$ cat src/rtl/cond_pkg.sv
// cond_pkg: shared condition-code enum and {N,Z,C,V} flag bit positions.
//   cond_e  : 4-bit condition field encodings EQ..AL (15 is unnamed, treated as always)
//   *_BIT   : bit index of each flag inside the 4-bit flag vector
package cond_pkg;

    typedef enum logic [3:0] {
        EQ = 4'h0, NE = 4'h1, CS = 4'h2, CC = 4'h3,
        MI = 4'h4, PL = 4'h5, VS = 4'h6, VC = 4'h7,
        HI = 4'h8, LS = 4'h9, GE = 4'hA, LT = 4'hB,
        GT = 4'hC, LE = 4'hD, AL = 4'hE
    } cond_e;

    localparam int N_BIT = 3;
    localparam int Z_BIT = 2;
    localparam int C_BIT = 1;
    localparam int V_BIT = 0;

endpackage

$ cat src/rtl/cond_unit_if.sv
// cond_unit_if: decoder-to-condition-unit bundle.
//   master drives : en, cond, alu_flags, flag_write, pc_src, reg_write, mem_write, no_write
//   slave drives  : pc_src_c, reg_write_c, mem_write_c, cond_ex, flags, exec_cnt, skip_cnt
interface cond_unit_if;

    logic        en;
    logic [3:0]  cond;
    logic [3:0]  alu_flags;
    logic [1:0]  flag_write;
    logic        pc_src;
    logic        reg_write;
    logic        mem_write;
    logic        no_write;
    logic        pc_src_c;
    logic        reg_write_c;
    logic        mem_write_c;
    logic        cond_ex;
    logic [3:0]  flags;
    logic [15:0] exec_cnt;
    logic [15:0] skip_cnt;

    modport master (
        output en, cond, alu_flags, flag_write, pc_src, reg_write, mem_write, no_write,
        input  pc_src_c, reg_write_c, mem_write_c, cond_ex, flags, exec_cnt, skip_cnt
    );

    modport slave (
        input  en, cond, alu_flags, flag_write, pc_src, reg_write, mem_write, no_write,
        output pc_src_c, reg_write_c, mem_write_c, cond_ex, flags, exec_cnt, skip_cnt
    );

endinterface

$ cat src/rtl/cond_check.sv
// cond_check: combinational condition evaluation.
//   cond    : instruction condition field
//   flags   : architectural {N,Z,C,V}
//   cond_ex : 1 when the instruction's condition holds
module cond_check
    import cond_pkg::*;
(
    input  logic [3:0] cond,
    input  logic [3:0] flags,
    output logic       cond_ex
);

    logic n, z, c, v;

    always_comb begin
        n = flags[N_BIT];
        z = flags[Z_BIT];
        c = flags[C_BIT];
        v = flags[V_BIT];
        case (cond_e'(cond))
            EQ:      cond_ex = z;
            NE:      cond_ex = !z;
            CS:      cond_ex = c;
            CC:      cond_ex = !c;
            MI:      cond_ex = n;
            PL:      cond_ex = !n;
            VS:      cond_ex = v;
            VC:      cond_ex = !v;
            HI:      cond_ex = c & !z;
            LS:      cond_ex = !c | z;
            GE:      cond_ex = n == v;
            LT:      cond_ex = n != v;
            GT:      cond_ex = !z & (n == v);
            LE:      cond_ex = z | (n != v);
            default: cond_ex = 1'b1;
        endcase
    end

endmodule

$ cat src/rtl/cond_unit.sv
// cond_unit: conditional-execution unit with flag register and exec/skip counters.
//   clk, rst : clock, synchronous active-high reset
//   bus      : cond_unit_if.slave (decoder controls in, qualified controls/flags/counters out)
module cond_unit
    import cond_pkg::*;
(
    input logic        clk,
    input logic        rst,
    cond_unit_if.slave bus
);

    logic [1:0]  nz_q, nz_d, cv_q, cv_d;
    logic [15:0] exec_cnt_q, exec_cnt_d, skip_cnt_q, skip_cnt_d;
    logic        cond_ex, go;

    // Evaluated against the registered flags, so an instruction never sees its own update.
    cond_check u_check (
        .cond    (bus.cond),
        .flags   ({nz_q, cv_q}),
        .cond_ex (cond_ex)
    );

    always_comb begin
        go         = bus.en & cond_ex;
        nz_d       = (go & bus.flag_write[1]) ? bus.alu_flags[N_BIT:Z_BIT] : nz_q;
        cv_d       = (go & bus.flag_write[0]) ? bus.alu_flags[C_BIT:V_BIT] : cv_q;
        exec_cnt_d = exec_cnt_q + 16'(go);
        skip_cnt_d = skip_cnt_q + 16'(bus.en & !cond_ex);
    end

    always_ff @(posedge clk) begin
        if (rst) begin
            nz_q       <= '0;
            cv_q       <= '0;
            exec_cnt_q <= '0;
            skip_cnt_q <= '0;
        end else begin
            nz_q       <= nz_d;
            cv_q       <= cv_d;
            exec_cnt_q <= exec_cnt_d;
            skip_cnt_q <= skip_cnt_d;
        end
    end

    assign bus.cond_ex     = cond_ex;
    assign bus.pc_src_c    = bus.pc_src & go;
    assign bus.reg_write_c = bus.reg_write & !bus.no_write & go;
    assign bus.mem_write_c = bus.mem_write & go;
    assign bus.flags       = {nz_q, cv_q};
    assign bus.exec_cnt    = exec_cnt_q;
    assign bus.skip_cnt    = skip_cnt_q;

endmodule

$ cat src/flat_wrapper.sv
// flat-port wrapper written by rule: the top's interface ports become plain ports
module cond_unit_flat import cond_pkg::*;
  (clk, rst, bus_en, bus_cond, bus_alu_flags, bus_flag_write, bus_pc_src, bus_reg_write, bus_mem_write, bus_no_write, bus_pc_src_c, bus_reg_write_c, bus_mem_write_c, bus_cond_ex, bus_flags, bus_exec_cnt, bus_skip_cnt);
  cond_unit_if bus_i ();
  input logic clk;
  input logic rst;
  input wire logic [$bits(bus_i.en)-1:0] bus_en;
  input wire logic [$bits(bus_i.cond)-1:0] bus_cond;
  input wire logic [$bits(bus_i.alu_flags)-1:0] bus_alu_flags;
  input wire logic [$bits(bus_i.flag_write)-1:0] bus_flag_write;
  input wire logic [$bits(bus_i.pc_src)-1:0] bus_pc_src;
  input wire logic [$bits(bus_i.reg_write)-1:0] bus_reg_write;
  input wire logic [$bits(bus_i.mem_write)-1:0] bus_mem_write;
  input wire logic [$bits(bus_i.no_write)-1:0] bus_no_write;
  output wire logic [$bits(bus_i.pc_src_c)-1:0] bus_pc_src_c;
  output wire logic [$bits(bus_i.reg_write_c)-1:0] bus_reg_write_c;
  output wire logic [$bits(bus_i.mem_write_c)-1:0] bus_mem_write_c;
  output wire logic [$bits(bus_i.cond_ex)-1:0] bus_cond_ex;
  output wire logic [$bits(bus_i.flags)-1:0] bus_flags;
  output wire logic [$bits(bus_i.exec_cnt)-1:0] bus_exec_cnt;
  output wire logic [$bits(bus_i.skip_cnt)-1:0] bus_skip_cnt;
  assign bus_i.en = bus_en;
  assign bus_i.cond = bus_cond;
  assign bus_i.alu_flags = bus_alu_flags;
  assign bus_i.flag_write = bus_flag_write;
  assign bus_i.pc_src = bus_pc_src;
  assign bus_i.reg_write = bus_reg_write;
  assign bus_i.mem_write = bus_mem_write;
  assign bus_i.no_write = bus_no_write;
  assign bus_pc_src_c = bus_i.pc_src_c;
  assign bus_reg_write_c = bus_i.reg_write_c;
  assign bus_mem_write_c = bus_i.mem_write_c;
  assign bus_cond_ex = bus_i.cond_ex;
  assign bus_flags = bus_i.flags;
  assign bus_exec_cnt = bus_i.exec_cnt;
  assign bus_skip_cnt = bus_i.skip_cnt;
  cond_unit u_core (.clk(clk), .rst(rst), .bus(bus_i));
endmodule
$ cat config.mk
export PLATFORM = sky130hd
export DESIGN_NAME = cond_unit_flat
export DESIGN_NICKNAME = d
export VERILOG_FILES = /design/src/rtl/cond_pkg.sv /design/src/rtl/cond_unit_if.sv /design/src/rtl/cond_check.sv /design/src/rtl/cond_unit.sv /design/src/flat_wrapper.sv
export SDC_FILE = /design/constraint.sdc
export NUM_CORES = 1
export LEC_CHECK = 0
export CAP_MARGIN = 10
export CELL_PAD_IN_SITES_DETAIL_PLACEMENT = 1
export CELL_PAD_IN_SITES_GLOBAL_PLACEMENT = 2
export CORE_MARGIN = 2
export CORE_UTILIZATION = 30
export CTS_BUF_LIST = sky130_fd_sc_hd__clkbuf_2
export CTS_CLUSTER_SIZE = 24
export DETAILED_ROUTE_END_ITERATION = 12
export DONT_BUFFER_PORTS = 1
export GPL_ROUTABILITY_DRIVEN = 0
export GPL_TIMING_DRIVEN = 0
export PLACE_DENSITY_LB_ADDON = 0.1
export SLEW_MARGIN = 20
export SYNTH_ARGS = -nofsm -noshare
export SYNTH_HDL_FRONTEND = slang
export SYNTH_SLANG_ARGS = --single-unit
$ cat constraint.sdc
create_clock -name clk -period 3.06 [get_ports clk]
set_input_delay 0 -clock clk [delete_from_list [all_inputs] [get_ports clk]]
set_output_delay 0 -clock clk [all_outputs]
set_load 0.03 [all_outputs]
==> impl_summary.txt, run 1 <==
----------------------------------------------------
[Synthesis]
  Most common cell in the netlist ... dfxtp_1
  Library cell occupying the most area in the post-synthesis netlist ... dfxtp_1
  Mean instance size in the synthesized netlist ... 9.18 um2
  Share of the yosys chip area belonging to registers ... 42.0%
  Portion of synthesized cell area occupied by the leading cell type ... 42.0%
  Number of enable-type register cells in the synthesized netlist ... 0
  Commonest cells in the netlist ... dfxtp_1 (36), nor2_1 (25), xor2_1 (17), nand2_1 (13), xnor2_1 (10)
  Leading cell types by total area after synthesis ... dfxtp_1 (42%), xor2_1 (8.7%), nor2_1 (5.5%), xnor2_1 (5.1%), mux2i_1 (4.7%)
  Share of async-settable or async-resettable flops after synthesis ... 0%
  Post-synth top flop ... dfxtp_1
  Warning count from the yosys run ... 0
  Cell count after synthesis ... 187
  Number of distinct library cell variants in the gate-level netlist after synthesis ... 28
  Flip-flop and latch count after synthesis ... 36
  Post-synthesis instance area ... 1720 um2
  Total nets after synthesis ... 208

[Placement]
  Number of buffer cells added on primary ports ... 0
  Placed Instance Area ... 1810 um2
  Cell count after placement ... 259
  DP Wirelength ... 3120 um

[Setup path]
  Internal reg-to-reg setup slack ... 0.25 ns
  Required time at the endpoint of the critical path ... 3.33 ns
  Element type at the critical path start ... register
  Endpoint kind of the worst setup timing path ... register
  Startpoint-to-endpoint class of the critical path ... reg -> reg
  Critical path, cell by cell ... mux2i_1 > xor2_1 > o311a_4 > a21boi_2 > ha_1 > nand3_1 > nor3_1 > nand3_1 > xor2_1 > nor2_1
  Largest fanout of any net on the critical path ... 5
  Cell family with the largest share of critical-path delay ... simple AND/OR/NAND/NOR gates
  Max incr delay on CP ... 0.61 ns
  Cell depth of the worst flop-to-flop path ... 10
  Buffer and inverter count on the worst path ... 0
  Worst Path Arrival ... 3.08 ns
  Worst reg2reg path endpoint ... u_core.bus.exec_cnt[15]
  Startpoint of the worst register-to-register path ... u_core.cv_q[1]
  Worst-path cell with the longest stage delay ... dfxtp_1

[STA]
  Final worst path period share ... 91.8%
  Unrepaired setup endpoints after global routing ... false
  Worst setup skew after layout ... 0.0262 ns
  Final sum of negative setup slack ... 0 ns
  Worst hold-check slack ... 0.0338 ns
  Number of hold violations in the final report ... 0
  Fin crit period ... 2.81 ns
  Measured slew at the worst slew-check pin ... 0.527 ns
  Setup violators final ... 0
  Maximum operating frequency ... 0.356 GHz
  Worst-case headroom to the max-slew limit ... 64.8%
  Final max-slew violation count ... 0

[CTS]
  H-tree levels ... 2
  Clock tree buffer depth ... 2
  Clock network latency to the later pin of the worst-skew pair ... 0.39 ns
  Number of CTS-inserted buffers ... 5
  Clock edge transition at the registers on the reported setup and hold paths ... 0.18 ns
  Clock tree from TritonCTS ... yes
  Root buffer cell ... clkbuf_2
  Postcts setup bufs ... 0
  Sinks on the clock net ... 36

[Detailed routing]
  Starting DRT DRC Count ... 23
  Wire length after detailed routing ... 4280 um
  1st-pass router iterations ... 3
  Total DRC errors in the routed layout ... 0
  Routed via count ... 1,367
  Detail Route Antenna Nets ... 0
  Mean number of vias per cell ... 4.92
  Routed wire per std cell ... 15.4 um

[Power and ir drop]
  Pint ... 0.648 mW
  Net Switching ... 0.226 mW
  Leakage Power ... 0.756 nW
  Fraction of power consumed by the clock network ... 34.3%
  Gate power share ... 8.6%
  Fraction of power spent switching nets ... 25.8%
  Peak ir drop on the vdd network ... 0.169 mV
  Part of the power in registers ... 57.1%
  Ratio of total power to cell area ... 438 nW/um2

[Worst hold path]
  Startpoint of the lowest-slack hold path ... rst
  Worst min path class ... in -> reg
  Hold Path Sink ... u_core.bus.skip_cnt[2]
  Cell depth of the worst hold path ... 2

[Global route]
  Initial antenna violation count ... 0
  Number of global-route vias before repair ... 1,489
  GRT overflow ... 0
  Total Routing Usage GR ... 14.3%
  Global-route wire length before repair ... 7080 um
  Maximum number of pins on one net before global-route repair ... 12

[Floorplanning]
  Die Footprint ... 6340 um2
  Y dimension of the die ... 79.6 um
  Core Rows ... 27
  Effective utilization at floorplan ... 31.2%
  Top Ports ... 57
  Placeable Area ... 5510 um2
  Die width ... 79.6 um

[Final layout]
  Layout cell share with drive strength beyond 1 ... 6.80%
  Number of antenna diodes ... 0
  Non-filler cells, final ... 278
  Final instance area ... 2000 um2
  Layout-stage area growth over the synthesis result ... 16.3%
  Net count, final ... 226

[Status]
  Run status ... completed

[Job]
  Maximum Capacitance Violations ... 0

----------------------------------------------------
-- stage by stage --
step | setup WS, ns | power, mW | utilization, %
finish | 0.250 | 0.874 | 36.3
global route | 0.00623 | 0.909 | 36.3
CTS | 0.00539 | 0.882 | 36.2
detailed placement | -0.153 | 0.572 | 32.8
global placement | -0.0848 | 0.568 | 32.8
floorplan | 0.267 | 0.558 | -
-- cells in the final DEF, fill, tap and decap left out, types with 4 or more instances in the layout --
master	instances
mux2i_1	7
dlygate4sd3_1	12
xor2_1	17
dfxtp_1	33
clkbuf_2	5
ha_1	4
nand3_1	9
nor2b_1	7
and3b_1	4
nor2_1	25
nand4_1	7
nand2_1	13
and3_1	5
xnor2_1	10
nand2b_1	8
and2_1	4
clkbuf_1	4
a21oi_1	5
-- final cells by class --
cell class                 instances  area, um2
tap                               72       90.1
clock buffer                       5       25.0
clock inverter                     3       37.5
timing repair buffer              12        120
buffer                             5       22.5
multi-input combinational        145        975
fill                             646       3510
sequential                        36        727
-- worst max path at each step --
stage                   startpoint                       to  slack, ns  cells past startpoint
global route        u_core.cv_q[1]  u_core.bus.skip_cnt[14]      0.006                     11
CTS                 u_core.cv_q[0]  u_core.bus.skip_cnt[14]      0.005                     11
floorplan           u_core.cv_q[0]  u_core.bus.skip_cnt[14]       0.27                     11
detailed placement  u_core.cv_q[0]  u_core.bus.skip_cnt[14]      -0.15                     11
global placement    u_core.cv_q[0]  u_core.bus.skip_cnt[14]      -0.08                     11
finish              u_core.cv_q[1]  u_core.bus.exec_cnt[15]       0.25                     10
-- flip-flops by register name (all words and copies together), names as in the netlist --
register	cells
u_core.cv_q	2
u_core.bus.skip_cnt	16
u_core.bus.exec_cnt	16
u_core.nz_q	2
-- power groups by stage --
stage / Clock (mW) / Sequential (mW) / Combinational, mW
final: 0.300 / 0.499 / 0.0748
after global routing: 0.325 / 0.501 / 0.0834
after CTS: 0.307 / 0.500 / 0.0748
after detailed placement: 0 / 0.510 / 0.0619
after global placement: 0 / 0.509 / 0.0589
after floorplan: 0 / 0.506 / 0.0512
-- what timing repair did --
| item | CTS | global route |
|---|---|---|
| endpoints found under the setup margin | 3 | 3 |
| hold buffers | 12 | 0 |
| endpoints found under the hold margin | 6 | 0 |
| gates resized for setup | 3 | 4 |
-- metal layers --
layer  up-vias  wire [um]  global-route usage [%]
met4         0         50                    4.14
met5         -          0                       0
li1        667          -                       -
met2        30       2170                    25.1
met3         4        243                    4.98
met1       666       1810                    16.3
-- worst register-to-register path: stages (launching register included) --
cell and delay, ns:
dfxtp_1 0.61, mux2i_1 0.16, xor2_1 0.18, o311a_4 0.34, a21boi_2 0.18, ha_1 0.20, nand3_1 0.20, nor3_1 0.47
nand3_1 0.15, xor2_1 0.16, nor2_1 0.06
-- logic make-up (layout without fill, tap and decap cells) --
family,count (synthesis),after routing,share of synthesized area [%]
compound gates,12,12,5.10
fa+ha+maj,4,4,2.92
simple gates,93,93,28.7
buf+inv,6,25,1.53
xor+xnor,28,28,15.1
mux,8,8,4.66
flops,36,36,42.0
Power figures use the tool's default switching activity.
==> inputs of run 2 (changes only) <==
- ABC_AREA: unset -> 1
==> run 2 against run 1 <==
Effect of this change:
- worst setup slack gained 0.073 ns
- critical path type unchanged
- synthesized cell count grew 49%
- critical path depth grew 9
- cell count grew 34%
- sequential share of layout area shrank 2.2 points
- highest routed layer unchanged
- count of clock-buffer cells in the layout grew 2
- global-route usage grew 0.92 points
- first-iteration DRC count grew 61%
- clock power shrank 24%
- register-to-register slack gained 0.07 ns
- sequential power grew 1%
==> impl_summary.txt, run 2 <==
----------------------------------------------------
[Status]
  Run status ... completed (unchanged)

[Final layout]
  Number of antenna diodes ... 0 (unchanged)
  Net count, final ... 317 (was 226)
  Layout cell share with drive strength beyond 1 ... 15.5% (was 6.80%)
  Final instance area ... 2150 um2 (was 2000 um2)
  Layout-stage area growth over the synthesis result ... 15.6% (was 16.3%)
  Utilization after layout ... 36.1% (was 36.3%)
  Non-filler cells, final ... 372 (was 278)
  Most frequent cells in the layout ... nand2_1 (55), inv_1 (47), nor2_1 (34) (was dfxtp_1 (33), nor2_1 (25), xor2_1 (17))
  Most common cell after layout, fill and taps aside ... nand2_1 (was dfxtp_1)

[CTS]
  Clock tree buffer depth ... 2 (unchanged)
  Clock edge transition at the registers on the reported setup and hold paths ... 0.20 ns (was 0.18 ns)
  Sinks on the clock net ... 36 (unchanged)
  Clock network latency to the later pin of the worst-skew pair ... 0.38 ns (was 0.39 ns)
  Number of CTS-inserted buffers ... 5 (unchanged)
  Clock tree from TritonCTS ... yes (unchanged)
  Root buffer cell ... clkbuf_2 (unchanged)
  H-tree levels ... 2 (unchanged)

[Global route]
  Initial antenna violation count ... 0 (unchanged)
  Number of global-route vias before repair ... 1,706 (was 1,489)
  Global-route wire length before repair ... 7850 um (was 7080 um)
  GRT overflow ... 0 (unchanged)
  Total Routing Usage GR ... 15.2% (was 14.3%)
  Maximum number of pins on one net before global-route repair ... 12 (unchanged)

[STA]
  Final sum of negative setup slack ... 0 ns (unchanged)
  Maximum operating frequency ... 0.365 GHz (was 0.356 GHz)
  Final max-slew violation count ... 0 (unchanged)
  Measured slew at the worst slew-check pin ... 0.565 ns (was 0.527 ns)
  Worst setup skew after layout ... 0.0339 ns (was 0.0262 ns)
  Setup violators final ... 0 (unchanged)
  Fin crit period ... 2.74 ns (was 2.81 ns)
  Worst-case headroom to the max-slew limit ... 62.2% (was 64.8%)
  Final worst path period share ... 89.5% (was 91.8%)
  Number of hold violations in the final report ... 0 (unchanged)

[Worst hold path]
  Hold Path Sink ... u_core.bus.skip_cnt[2] (unchanged)
  Startpoint of the lowest-slack hold path ... rst (unchanged)
  Cell depth of the worst hold path ... 2 (unchanged)
  Worst min path class ... in -> reg (unchanged)

[Floorplanning]
  Placeable Area ... 5960 um2 (was 5510 um2)
  Die Footprint ... 6840 um2 (was 6340 um2)
  Y dimension of the die ... 82.7 um (was 79.6 um)
  Die width ... 82.7 um (was 79.6 um)
  Core Rows ... 28 (was 27)
  Effective utilization at floorplan ... 31.2% (about the same)
  Top Ports ... 57 (unchanged)

[Synthesis]
  Number of distinct library cell variants in the gate-level netlist after synthesis ... 28 (unchanged)
  Post-synth top flop ... dfxtp_1 (unchanged)
  Cell count after synthesis ... 279 (was 187)
  Warning count from the yosys run ... 0 (unchanged)
  Mean instance size in the synthesized netlist ... 6.66 um2 (was 9.18 um2)
  Flip-flop and latch count after synthesis ... 36 (unchanged)
  Share of async-settable or async-resettable flops after synthesis ... 0% (unchanged)
  Most common cell in the netlist ... nand2_1 (was dfxtp_1)
  Number of enable-type register cells in the synthesized netlist ... 0 (unchanged)
  Total nets after synthesis ... 300 (was 208)
  Leading cell types by total area after synthesis ... dfxtp_1 (39%), nand2_1 (11%), inv_1 (9.9%), nor2_1 (7.7%), a21oi_1 (5.1%) (was dfxtp_1 (42%), xor2_1 (8.7%), nor2_1 (5.5%), xnor2_1 (5.1%), mux2i_1 (4.7%))
  Library cell occupying the most area in the post-synthesis netlist ... dfxtp_1 (unchanged)
  Post-synthesis instance area ... 1860 um2 (was 1720 um2)
  Portion of synthesized cell area occupied by the leading cell type ... 38.8% (was 42.0%)
  Share of the yosys chip area belonging to registers ... 38.8% (was 42.0%)
  Commonest cells in the netlist ... nand2_1 (56), inv_1 (49), nor2_1 (38), dfxtp_1 (36), a21oi_1 (19) (was dfxtp_1 (36), nor2_1 (25), xor2_1 (17), nand2_1 (13), xnor2_1 (10))

[Detailed routing]
  Routed via count ... 1,761 (was 1,367)
  Mean number of vias per cell ... 4.73 (was 4.92)
  1st-pass router iterations ... 4 (was 3)
  Total DRC errors in the routed layout ... 0 (unchanged)
  Wire length after detailed routing ... 4980 um (was 4280 um)
  Detail Route Antenna Nets ... 0 (unchanged)
  Routed wire per std cell ... 13.4 um (was 15.4 um)
  Starting DRT DRC Count ... 37 (was 23)

[Setup path]
  Internal reg-to-reg setup slack ... 0.32 ns (was 0.25 ns)
  Cell depth of the worst flop-to-flop path ... 19 (was 10)
  Required time at the endpoint of the critical path ... 3.35 ns (was 3.33 ns)
  Startpoint-to-endpoint class of the critical path ... reg -> reg (unchanged)
  Worst setup path startpoint ... u_core.nz_q[1] (was u_core.cv_q[1])
  Worst reg2reg path endpoint ... u_core.bus.exec_cnt[14] (was u_core.bus.exec_cnt[15])
  Startpoint of the worst register-to-register path ... u_core.nz_q[1] (was u_core.cv_q[1])
  Element type at the critical path start ... register (unchanged)
  Worst Path Arrival ... 3.03 ns (was 3.08 ns)
  Endpoint kind of the worst setup timing path ... register (unchanged)
  Largest fanout of any net on the critical path ... 6 (was 5)

[Placement]
  Number of buffer cells added on primary ports ... 0 (unchanged)
  Placed Instance Area ... 1950 um2 (was 1810 um2)
  Cell count after placement ... 354 (was 259)
  DP Wirelength ... 3840 um (was 3120 um)

[Job]
  Maximum Capacitance Violations ... 0 (unchanged)

[Power and ir drop]
  Sum of internal, switching and leakage power ... 0.836 mW (was 0.874 mW)
  Ratio of total power to cell area ... 389 nW/um2 (was 438 nW/um2)
  Leakage Power ... 0.878 nW (was 0.756 nW)
  Peak ir drop on the vdd network ... 0.175 mV (was 0.169 mV)

----------------------------------------------------
==> run 2: changes by cell type after synthesis, sizes merged, moves of 12 or more <==
cell	before	now
nand2	13	62
a21oi	5	19
xor2	17	0
inv	0	50
o21ai	3	15
nor2	25	44
==> run 2: through the flow <==
step	hold slack, ns	setup slack (ns)
final	0.0411	0.323
after global routing	0.0488	-0.00402
after floorplan	0.0793	0.461
after CTS	0.0195	0.00429
after detailed placement	0.0845	-0.0893
after global placement	0.0809	-0.0689
==> run 2: how the worst max path moves through the flow <==
stage                                         end  slack (ns)
after CTS                 u_core.bus.exec_cnt[14]       0.004
after detailed placement  u_core.bus.exec_cnt[14]       -0.09
final                     u_core.bus.exec_cnt[14]        0.32
after floorplan           u_core.bus.skip_cnt[12]        0.46
after global routing      u_core.bus.skip_cnt[12]      -0.004
after global placement    u_core.bus.exec_cnt[14]       -0.07
==> run 2: critical path, stage by stage (launching register included) <==
cell	delay, ns
dfxtp_4	0.45
inv_1	0.07
nand2_1	0.11
nand3_1	0.13
a21oi_2	0.18
nor2_2	0.08
nand2_4	0.16
nand2_2	0.10
inv_2	0.10
ha_1	0.19
ha_2	0.21
nand3_2	0.09
nor2_1	0.11
nand2_1	0.11
nor2_4	0.14
nand2_2	0.10
nor2_4	0.14
nand4_1	0.09
nand2_1	0.09
nor2_1	0.04
==> run 2: cells by family after synthesis <==
group / after synthesis / share of synthesized area, %
buffers and inverters: 55 / 11.2
adders and majority gates: 4 / 2.69
AOI/OAI and AO/OA: 38 / 10.8
xor gates and xnor gates: 2 / 0.942
DFF: 36 / 38.8
and+or+nand+nor: 144 / 35.7
==> run 2: where the power goes <==
group          switching, mW  leakage [nW]  internal, mW  total, mW
clock network          0.163        0.0332        0.0652      0.228
registers             0.0269         0.294         0.478      0.505
logic                 0.0676         0.551        0.0342      0.102
total                  0.258         0.878         0.578      0.836
==> run 2: area by class of cell <==
cell class                      instances  area [um2]
Inverter                               51         191
Fill cell                             768        3810
Sequential cell                        36         736
Tap cell                               75        93.8
Timing Repair Buffer                    9        85.1
Multi-Input combinational cell        189         983
Buffer                                  4        16.3
Clock buffer                            7        35.0
Clock inverter                          1        8.76
==> run 2: repair_timing <==
| item | CTS | global route |
|---|---|---|
| pin swaps | 0 | 2 |
| cloned | 0 | 1 |
| setup buffers | 0 | 2 |
| gates resized for setup | 2 | 21 |
| hold endpoints to repair | 13 | 0 |
| endpoints found under the setup margin | 3 | 13 |
| hold buffers | 7 | 0 |
==> run 2: per-layer routing <==
metal	track usage, %	up-vias	share of wire, %
met5	0	-	0
met4	4.92	0	0.54
met3	4.13	2	5.4
met2	25.8	36	49
met1	18.7	809	45
li1	-	914	-
==> inputs of run 3 (changes only) <==
- REMOVE_ABC_BUFFERS: unset -> 1
- SYNTH_HIERARCHICAL: unset -> 1
==> run 3 against run 2 <==
Effect of this change:
- worst hold slack better by 0.056 ns
- non-clock buffer count down 5
- clock skew down 0.0068 ns
- highest routed layer unchanged
- synthesized cell count up 10%
- via count up 7.4%
- fmax down 0.51%
- register-to-register slack about the same
- global-route usage up 0.58 points
- sequential share of layout area down 0.87 points
- flip-flop and latch count unchanged
- combinational power down 23%
- cell count up 6.7%
==> impl_summary.txt, run 3 <==
----------------------------------------------------
[Power and ir drop]
  Leakage Power ... 0.869 nW (was 0.878 nW)
  Peak ir drop on the vdd network ... 0.168 mV (was 0.175 mV)
  Pint ... 0.558 mW (was 0.578 mW)
  Gate power share ... 9.8% (was 12.2%)
  Part of the power in registers ... 62.7% (was 60.5%)
  Ratio of total power to cell area ... 368 nW/um2 (was 389 nW/um2)
  Fraction of power spent switching nets ... 30.3% (was 30.8%)
  Fraction of power consumed by the clock network ... 27.6% (was 27.3%)
  Net Switching ... 0.242 mW (was 0.258 mW)

[Final layout]
  Layout-stage area growth over the synthesis result ... 9.85% (was 15.6%)
  Number of antenna diodes ... 0 (unchanged)
  Most common cell after layout, fill and taps aside ... nand2_1 (unchanged)
  Most frequent cells in the layout ... nand2_1 (77), nor2_1 (53), inv_1 (48) (was nand2_1 (55), inv_1 (47), nor2_1 (34))
  Layout cell share with drive strength beyond 1 ... 7.50% (was 15.5%)
  Net count, final ... 342 (was 317)

[CTS]
  Clock edge transition at the registers on the reported setup and hold paths ... 0.16 ns (was 0.20 ns)
  Clock tree from TritonCTS ... yes (unchanged)
  Clock network latency to the later pin of the worst-skew pair ... 0.38 ns (about the same)
  Sinks on the clock net ... 36 (unchanged)
  Clock tree buffer depth ... 2 (unchanged)
  Number of CTS-inserted buffers ... 5 (unchanged)
  H-tree levels ... 2 (unchanged)
  Postcts setup bufs ... 0 (unchanged)
  Root buffer cell ... clkbuf_2 (unchanged)

[Synthesis]
  Cell count after synthesis ... 308 (was 279)
  Mean instance size in the synthesized netlist ... 6.43 um2 (was 6.66 um2)
  Share of the yosys chip area belonging to registers ... 36.4% (was 38.8%)
  Portion of synthesized cell area occupied by the leading cell type ... 36.4% (was 38.8%)
  Number of distinct library cell variants in the gate-level netlist after synthesis ... 22 (was 28)
  Library cell occupying the most area in the post-synthesis netlist ... dfxtp_1 (unchanged)
  Commonest cells in the netlist ... nand2_1 (77), nor2_1 (53), inv_1 (48), dfxtp_1 (36), nand3_1 (28) (was nand2_1 (56), inv_1 (49), nor2_1 (38), dfxtp_1 (36), a21oi_1 (19))
  Warning count from the yosys run ... 6 (was 0)
  Post-synthesis instance area ... 1980 um2 (was 1860 um2)
  Flip-flop and latch count after synthesis ... 36 (unchanged)
  Leading cell types by total area after synthesis ... dfxtp_1 (36%), nand2_1 (15%), nor2_1 (10%), inv_1 (9.1%), nand3_1 (7.1%) (was dfxtp_1 (39%), nand2_1 (11%), inv_1 (9.9%), nor2_1 (7.7%), a21oi_1 (5.1%))
  Number of enable-type register cells in the synthesized netlist ... 0 (unchanged)
  Most common cell in the netlist ... nand2_1 (unchanged)
  Post-synth top flop ... dfxtp_1 (unchanged)
  Share of async-settable or async-resettable flops after synthesis ... 0% (unchanged)

[Placement]
  Number of buffer cells added on primary ports ... 0 (unchanged)
  Worst Setup Slack post-DPL ... 0.0957 ns (was -0.0893 ns)
  DP Wirelength ... 4010 um (was 3840 um)

[STA]
  Measured slew at the worst slew-check pin ... 1.05 ns (was 0.565 ns)
  Fin crit period ... 2.75 ns (was 2.74 ns)
  Final setup slack of the worst path ... 0.309 ns (was 0.323 ns)
  Final sum of negative setup slack ... 0 ns (unchanged)
  Number of hold violations in the final report ... 0 (unchanged)
  Final max-slew violation count ... 0 (unchanged)
  Setup violators final ... 0 (unchanged)
  Unrepaired setup endpoints after global routing ... false
  Worst-case headroom to the max-slew limit ... 29.6% (was 62.2%)
  Maximum operating frequency ... 0.363 GHz (was 0.365 GHz)
  Worst setup skew after layout ... 0.0271 ns (was 0.0339 ns)
  Final worst path period share ... 89.9% (was 89.5%)

[Worst hold path]
  Worst min path class ... in -> reg (unchanged)

[Setup path]
  Worst Path Arrival ... 2.97 ns (was 3.03 ns)
  Critical path, cell by cell ... inv_1 > nand2_1 > nand3_1 > nand2_1 > nand2_1 > nor2_1 > nand2_1 > nand2_1 > clkinv_1 > nand3_1 > dlygate4sd3_1 > a21oi_1 (was inv_1 > nand2_1 > nand3_1 > a21oi_2 > nor2_2 > nand2_4 > nand2_2 > inv_2 > ha_1 > ha_2 > nand3_2 > nor2_1 > nand2_1 > nor2_4 > nand2_2 > nor2_4 > nand4_1 > nand2_1 > nor2_1)
  Most common cell type on the critical path ... nand2_1 (unchanged)
  Largest fanout of any net on the critical path ... 8 (was 6)
  Worst-path cell with the longest stage delay ... dlygate4sd3_1 (was dfxtp_4)
  Startpoint-to-endpoint class of the critical path ... reg -> reg (unchanged)
  Element type at the critical path start ... register (unchanged)
  Cell family with the largest share of critical-path delay ... simple AND/OR/NAND/NOR gates (unchanged)
  Buffer and inverter count on the worst path ... 3 (was 2)
  Required time at the endpoint of the critical path ... 3.28 ns (was 3.35 ns)
  Max incr delay on CP ... 0.56 ns (was 0.45 ns)
  Endpoint kind of the worst setup timing path ... register (unchanged)

[Global route]
  Maximum number of pins on one net before global-route repair ... 24 (was 12)
  GRT overflow ... 0 (unchanged)
  Global-route wire length before repair ... 9220 um (was 7850 um)
  Total Routing Usage GR ... 15.8% (was 15.2%)
  Number of global-route vias before repair ... 1,878 (was 1,706)
  Initial antenna violation count ... 0 (unchanged)

[Floorplanning]
  Core Rows ... 29 (was 28)
  Die width ... 85.3 um (was 82.7 um)
  Top Ports ... 57 (unchanged)
  Y dimension of the die ... 85.3 um (was 82.7 um)
  Die Footprint ... 7270 um2 (was 6840 um2)
  Placeable Area ... 6350 um2 (was 5960 um2)
  Effective utilization at floorplan ... 31.2% (about the same)

[Status]
  Run status ... completed (unchanged)

[Detailed routing]
  Routed via count ... 1,892 (was 1,761)
  Routed wire per std cell ... 13.6 um (was 13.4 um)
  Mean number of vias per cell ... 4.77 (was 4.73)
  Total DRC errors in the routed layout ... 0 (unchanged)
  1st-pass router iterations ... 4 (unchanged)
  Starting DRT DRC Count ... 47 (was 37)
  Wire length after detailed routing ... 5400 um (was 4980 um)
  Detail Route Antenna Nets ... 0 (unchanged)

[Job]
  Maximum Capacitance Violations ... 0 (unchanged)

----------------------------------------------------
## run 3: changes by cell type after synthesis, sizes merged, moves of 3 or more
cell,change
nand2,+17
nand3,+15
nor2,+15
nor3,-8
o21ai,-8
a21oi,+3
a31oi,-3
xor2,+3
## run 3: worst register-to-register path: cells and delay by family, from the launching register on
kind / cells / cell delay, ns
compound gates: 1 / 0.06
buf+inv: 3 / 0.92
simple gates: 8 / 1.12
flops: 1 / 0.51
## run 3: final timing paths
path             startpoint                      to  slack, ns  cells past startpoint
min reg2reg  u_core/cv_q[1]          u_core/cv_q[1]       0.59                      2
max          u_core/cv_q[0]          u_core/cv_q[0]       0.31                     12
min                  bus_en  u_core/bus.skip_cnt[0]        0.1                      5
max reg2reg  u_core/cv_q[0]          u_core/cv_q[0]       0.31                     12
## run 3: kinds of logic after synthesis
group                      count (synthesis)  synth area share (%)
adders and majority gates                  5                  3.16
buffers and inverters                     53                  10.5
xor gates and xnor gates                   7                  3.10
and+or+nand+nor                          178                  39.5
DFF                                       36                  36.4
AOI/OAI and AO/OA                         29                  7.33
## run 3: metrics by stage
step	area [um2]	util, %	std cells	total power, mW	hold WS [ns]
after floorplan	1960	-	305	0.561	0.0691
after detailed placement	2060	32.4	382	0.576	0.0734
after global placement	2060	32.4	382	0.574	0.0740
after CTS	2170	34.2	397	0.816	0.0787
after global routing	2180	34.3	397	0.850	0.0874
final	2180	34.3	397	0.800	0.0973
## run 3: power groups by stage
stage	Combinational, mW	Sequential, mW	Clock, mW
after floorplan	0.0527	0.508	0
after global placement	0.0633	0.511	0
after detailed placement	0.0651	0.511	0
after CTS	0.0788	0.502	0.235
after global routing	0.0917	0.504	0.253
final	0.0781	0.502	0.221
## run 3: routing by layer
| layer | GRT usage, % | wire length, um |
|---|---|---|
| met2 | 25.6 | 2510 |
| met5 | 0 | 0 |
| met3 | 4.28 | 292 |
| met4 | 4.33 | 29 |
| met1 | 20.7 | 2570 |
## run 3: final cells by class
class                           instances  area [um2]
Timing Repair Buffer                    8        80.1
Multi-Input combinational cell        219        1050
Fill cell                             846        4170
Inverter                               50         188
Clock inverter                          1        5.00
Clock buffer                            6        30.0
Tap cell                               77        96.3
Sequential cell                        36         726
## run 3: what timing repair did
action | 4_1_cts | 5_1_grt
hold buffers | 8 | 0
hold endpoints to repair | 31 | 0
resized for setup | 0 | 4
endpoints found under the setup margin | 0 | 14
